File: src/rtl/stg5mo.sv
`default_nettype none
// ============================================================================
// Module      : stg5mo
// Description : Memory-operation pipeline stage. Sits directly downstream of
//               the memory-address stage and completes LD/ST instructions
//               against the bank that stage already selected (iw_mem_mp),
//               using a registered req / one-cycle ack handshake. The pipe is
//               stalled (ow_stall, combinational) while a request is pending.
//               One registered bundle per cycle goes to writeback: the
//               instruction itself when it completes (load data replaces the
//               result), otherwise a bubble (NOP, no register writes).
// Ports       : iw_clk/iw_rst         clock, synchronous active-high reset
//               iw_pc..iw_result      upstream pipeline latch + bank select
//               ow_mem_*/iw_mem_*     memory request / acknowledge channel
//               ow_stall              hold-upstream indication
//               ow_fault              one-cycle pulse on request timeout
//               ow_pc..ow_result      registered bundle to writeback
// Options     : `define MEM_TIMEOUT_EN to abort a request after TIMEOUT WAIT
//               cycles without ack (instruction dropped, ow_fault pulsed).
//               Without it the stage waits indefinitely and ow_fault is 0.
// Revision    : 1.0 - initial release
// ============================================================================
module stg5mo #(
    parameter int HBIT_ADDR   = 15,
    parameter int HBIT_DATA   = 15,
    parameter int HBIT_OPC    = 5,
    parameter int HBIT_TGT_GP = 3,
    parameter int HBIT_TGT_SR = 1,
    parameter int TIMEOUT     = 16,
    parameter logic [HBIT_OPC:0] OPC_NOP     = '0,
    parameter logic [HBIT_OPC:0] OPC_R_LD    = 6'h10,
    parameter logic [HBIT_OPC:0] OPC_R_ST    = 6'h11,
    parameter logic [HBIT_OPC:0] OPC_I_STi   = 6'h12,
    parameter logic [HBIT_OPC:0] OPC_IS_STis = 6'h13
) (
    input  logic                   iw_clk,
    input  logic                   iw_rst,
    input  logic [HBIT_ADDR:0]     iw_pc,
    input  logic [HBIT_DATA:0]     iw_instr,
    input  logic [HBIT_OPC:0]      iw_opc,
    input  logic [HBIT_TGT_GP:0]   iw_tgt_gp,
    input  logic                   iw_tgt_gp_we,
    input  logic [HBIT_TGT_SR:0]   iw_tgt_sr,
    input  logic                   iw_tgt_sr_we,
    input  logic                   iw_mem_mp,
    input  logic [HBIT_DATA:0]     iw_result,
    output logic                   ow_mem_req,
    output logic                   ow_mem_we,
    output logic                   ow_mem_bank,
    output logic [HBIT_DATA:0]     ow_mem_wdata,
    input  logic                   iw_mem_ack,
    input  logic [HBIT_DATA:0]     iw_mem_rdata,
    output logic                   ow_stall,
    output logic                   ow_fault,
    output logic [HBIT_ADDR:0]     ow_pc,
    output logic [HBIT_DATA:0]     ow_instr,
    output logic [HBIT_OPC:0]      ow_opc,
    output logic [HBIT_TGT_GP:0]   ow_tgt_gp,
    output logic                   ow_tgt_gp_we,
    output logic [HBIT_TGT_SR:0]   ow_tgt_sr,
    output logic                   ow_tgt_sr_we,
    output logic [HBIT_DATA:0]     ow_result
);

    // Elaboration-time range guard for the timeout threshold.
    if (TIMEOUT < 1 || TIMEOUT > 255) begin : g_timeout_range
        $error("stg5mo: TIMEOUT must be in 1..255");
    end

    typedef enum logic [0:0] {
        S_IDLE = 1'b0,
        S_WAIT = 1'b1
    } state_t;

    state_t state;
    logic   is_load;
    logic   is_mem;
    logic   take_bundle;
    logic   timeout_hit;

    assign is_load = (iw_opc == OPC_R_LD);
    assign is_mem  = is_load || (iw_opc == OPC_R_ST) ||
                     (iw_opc == OPC_I_STi) || (iw_opc == OPC_IS_STis);

`ifdef MEM_TIMEOUT_EN
    // Counter holds the number of completed WAIT cycles without ack, so the
    // TIMEOUT-th WAIT cycle is the one that sees TIMEOUT-1 here.
    localparam logic [7:0] TO_LAST = 8'(TIMEOUT - 1);
    logic [7:0] wait_cnt;

    assign timeout_hit = (state == S_WAIT) && !iw_mem_ack && (wait_cnt >= TO_LAST);

    always_ff @(posedge iw_clk) begin
        if (iw_rst) begin
            wait_cnt <= '0;
            ow_fault <= 1'b0;
        end else begin
            ow_fault <= timeout_hit;
            // Held at zero in IDLE, so it is clear on entry to WAIT.
            if (state == S_IDLE) begin
                wait_cnt <= '0;
            end else if (!iw_mem_ack && (wait_cnt != 8'hFF)) begin
                wait_cnt <= wait_cnt + 8'd1;
            end
        end
    end
`else
    assign timeout_hit = 1'b0;
    assign ow_fault    = 1'b0;
`endif

    // Instruction leaves the stage: non-mem op in IDLE, or ack in WAIT.
    // A timeout also releases upstream but forwards a bubble instead.
    assign take_bundle = (state == S_IDLE) ? !is_mem : iw_mem_ack;
    assign ow_stall    = (state == S_IDLE) ? is_mem : !(iw_mem_ack || timeout_hit);

    always_ff @(posedge iw_clk) begin
        if (iw_rst) begin
            state        <= S_IDLE;
            ow_mem_req   <= 1'b0;
            ow_mem_we    <= 1'b0;
            ow_mem_bank  <= 1'b0;
            ow_mem_wdata <= '0;
            ow_pc        <= '0;
            ow_instr     <= '0;
            ow_opc       <= '0;
            ow_tgt_gp    <= '0;
            ow_tgt_gp_we <= 1'b0;
            ow_tgt_sr    <= '0;
            ow_tgt_sr_we <= 1'b0;
            ow_result    <= '0;
        end else begin
            case (state)
                S_IDLE: begin
                    if (is_mem) begin
                        state        <= S_WAIT;
                        ow_mem_req   <= 1'b1;
                        ow_mem_we    <= !is_load;
                        ow_mem_bank  <= iw_mem_mp;
                        ow_mem_wdata <= iw_result;
                    end
                end
                S_WAIT: begin
                    if (iw_mem_ack || timeout_hit) begin
                        state      <= S_IDLE;
                        ow_mem_req <= 1'b0;
                    end
                end
                default: begin
                    state      <= S_IDLE;
                    ow_mem_req <= 1'b0;
                end
            endcase

            if (take_bundle) begin
                // Upstream holds its latch during the stall, so the inputs
                // still describe the instruction being completed.
                ow_pc        <= iw_pc;
                ow_instr     <= iw_instr;
                ow_opc       <= iw_opc;
                ow_tgt_gp    <= iw_tgt_gp;
                ow_tgt_gp_we <= iw_tgt_gp_we;
                ow_tgt_sr    <= iw_tgt_sr;
                ow_tgt_sr_we <= iw_tgt_sr_we;
                ow_result    <= ((state == S_WAIT) && is_load) ? iw_mem_rdata : iw_result;
            end else begin
                ow_pc        <= '0;
                ow_instr     <= '0;
                ow_opc       <= OPC_NOP;
                ow_tgt_gp    <= '0;
                ow_tgt_gp_we <= 1'b0;
                ow_tgt_sr    <= '0;
                ow_tgt_sr_we <= 1'b0;
                ow_result    <= '0;
            end
        end
    end

endmodule
`default_nettype wire

File: config.mk
export PLATFORM = sky130hd
export DESIGN_NAME = stg5mo
export DESIGN_NICKNAME = d
export VERILOG_FILES = /design/src/rtl/stg5mo.sv
export SDC_FILE = /design/constraint.sdc
export NUM_CORES = 1
export LEC_CHECK = 0
export CORE_ASPECT_RATIO = 1.5
export CORE_UTILIZATION = 37
export DETAILED_ROUTE_END_ITERATION = 7
export HOLD_SLACK_MARGIN = 0.12
export PLACE_DENSITY = 0.8
export SLEW_MARGIN = 10
export SYNTH_ARGS = -nofsm -noshare
export SYNTH_HDL_FRONTEND = slang
export SYNTH_SLANG_ARGS = --single-unit
File: constraint.sdc
create_clock -name iw_clk -period 1.9 [get_ports iw_clk]
set_clock_uncertainty 0.05 [all_clocks]
set_input_delay 0.285 -clock iw_clk [delete_from_list [all_inputs] [get_ports iw_clk]]
set_output_delay 0.285 -clock iw_clk [all_outputs]
set_load 0.02 [all_outputs]
==> metrics.cfg <==
[sta]
fin_ws_ns=0.0920
min_period_ns=1.81
hold_viol=0
max_freq_mhz=553
slew_viol_final=0
setup_viol=0
rsz0062_at_grt=no
fin_crit_sh=0.952

[clock_tree]
cts_buffer_depth=2
cts_tree=built
cts_htree_levels=3
cts.clk_slew.worst_paths_ns=0.08
cts_setup_buffers=0
cts_num_sinks=82
cts_root_buffer=clkbuf_8
cts_made_buffers=9
insertion_delay_ns=0.34

[route]
routed_wl_um=7160
avgRoutedWirePerCell_um=13.3
drc=0
first_iter_violations=135
detail-route-antenna-nets=0
drt-pass1-iter-count=4
vias=2492
vias_per_cell=4.64

[die]
core_sq_um=7230
rows=38
initial_core_util=0.380
ios=165
die-area_sq_um=7770
die_y_um=107
die_x_um=72.3

[place]
hpwl_um=5270
dp_slack_ns=-0.358
globalplace.congestion=0.740
io_buffer_count=163
dpl_cell_area_sq_um=4540
dp.cells=523

[worst_setup_path]
required_ns=2.09
start_kind=input pin
crit_fanout=43
end_kind=flip-flop
crit_arrival_ns=2.00
worstSetupPathType=input pin to flip-flop

[finish]
layout_common_cells=clkdlybuf4s50_1 (162), dfxtp_1 (82), a21oi_1 (36)
diodes=0
layout_commonest_cell=clkdlybuf4s50_1
finalInstanceArea_sq_um=4740
multiInputGateArea_sq_um=990
nNetsFinal=516
fin_cells=537
seqCellArea_sq_um=1640
syn2layout_area_growth_pct=72.7
fill_cells=624
drive_gt1_frac=0.137
utilization=0.656

[synth]
synth_cells=266
synth_nets=348
synth_top_area_frac=0.598
syn_area_sq_um=2740
ys_seq_area_frac=0.598
synth.distinct_cells=24
syn_avg_cell_area_sq_um=10.3
ys_ff_latch=82
synth_area_leaders=dfxtp_1 (60%), and2_4 (8.9%), a21oi_1 (6.6%), nand3_1 (6.0%), o21ai_0 (6.0%)
yosys.area.top_type=dfxtp_1
ys_warn_count=0

[grt]
antenna_found_initial=0
grt_pass1_vias=2433
grt_pass1_wl_um=11000
grt_max_degree=44
grt_remaining_overflow=0
grt_use_total=0.186

[hold_path]
min_path_type=flip-flop to flip-flop

[pwr]
p_per_area_nw_per_um2=799
leakagePower_nw=1.79
vdd_drop_max_mv=0.555

[flow_run]
drv.max_cap_violation_count=0

[status]
status=finished, final reports clean

[worst max-delay path, stage by stage]
cell	delay [ns]
clkdlybuf4s50_1	0.47
or4b_1	0.61
o211a_4	0.41
and2_4	0.21
[flip-flops by register name, summed over array words and instances, names as in the netlist, 2 cells and up]
name / cells
ow_opc: 6
ow_tgt_gp: 4
ow_tgt_sr: 2
ow_result: 16
ow_instr: 16
ow_mem_wdata: 16
ow_pc: 16
[stage by stage]
stage,total power [W],hold slack (ns),TNS [ns]
floorplan,0.00212,0.357,0
global placement,0.00249,0.395,-17.95
detailed placement,0.00250,0.400,-20.48
CTS,0.00383,0.411,0
global route,0.00393,0.433,0
finish,0.00379,0.410,0
[cell type report]
class | count | share of cell area
Timing Repair Buffer | 177 | 0.373
Sequential cell | 82 | 0.346
Multi-Input combinational cell | 162 | 0.209
Clock buffer | 11 | 0.0298
Tap cell | 100 | 0.0264
Clock inverter | 3 | 0.0137
Inverter | 2 | 0.00158
[power by group]
part	internal (W)	switching, W
registers	0.00180	0.0000241
logic	0.000374	0.000254
clock network	0.000760	0.000572
total	0.00294	0.000851
[metal layers]
metal  track usage  vias up  part of all wire
li1              -     1235                 -
met1         0.188     1118              0.37
met2         0.333      126              0.52
met3        0.0562       13             0.083
met4         0.101        0             0.024
met5             0        -                 0
[Yosys cell counts]
library cell   n
inv_1          1
clkbuf_1      13
clkinv_1       1
or3b_1         1
buf_6          4
nor4b_2        1
conb_1         1
nor3b_2        1
buf_2          1
o211a_4        1
nor3_1         1
and3_1         3
buf_4          2
o211ai_2       1
nand2b_1       1
and2_4        28
and2_1        15
o21ai_0       33
a21oi_1       36
nand2_1        4
or4b_1         1
nand3_1       33
nor4_1         1
dfxtp_1       82
[final timing paths]
check / from / end / slack, ns / depth (start not counted)
worst max-delay path: iw_opc[5] / ow_instr[0] / 0.09 / 4
worst min-delay path: ow_mem_req / ow_mem_req / 0.41 / 2
worst max register to register: state / ow_result[4] / 0.19 / 4
worst min register to register: ow_mem_req / ow_mem_req / 0.41 / 2
[repair_timing]
| action | in CTS | in global routing |
|---|---|---|
| setup endpoints to repair | 1 | 1 |
| hold endpoints to repair | 0 | 0 |
| hold buffers | 0 | 0 |
| resized for setup | 4 | 1 |
| pin swaps | 1 | 0 |
[cell families after synthesis]
group,count (synthesis),synth area share
AOI/OAI and AO/OA,71,0.137
DFF,82,0.598
and+or+nand+nor,90,0.219
other,1,0.00137
buffers and inverters,22,0.0442
(Power assumes the default switching activity.)
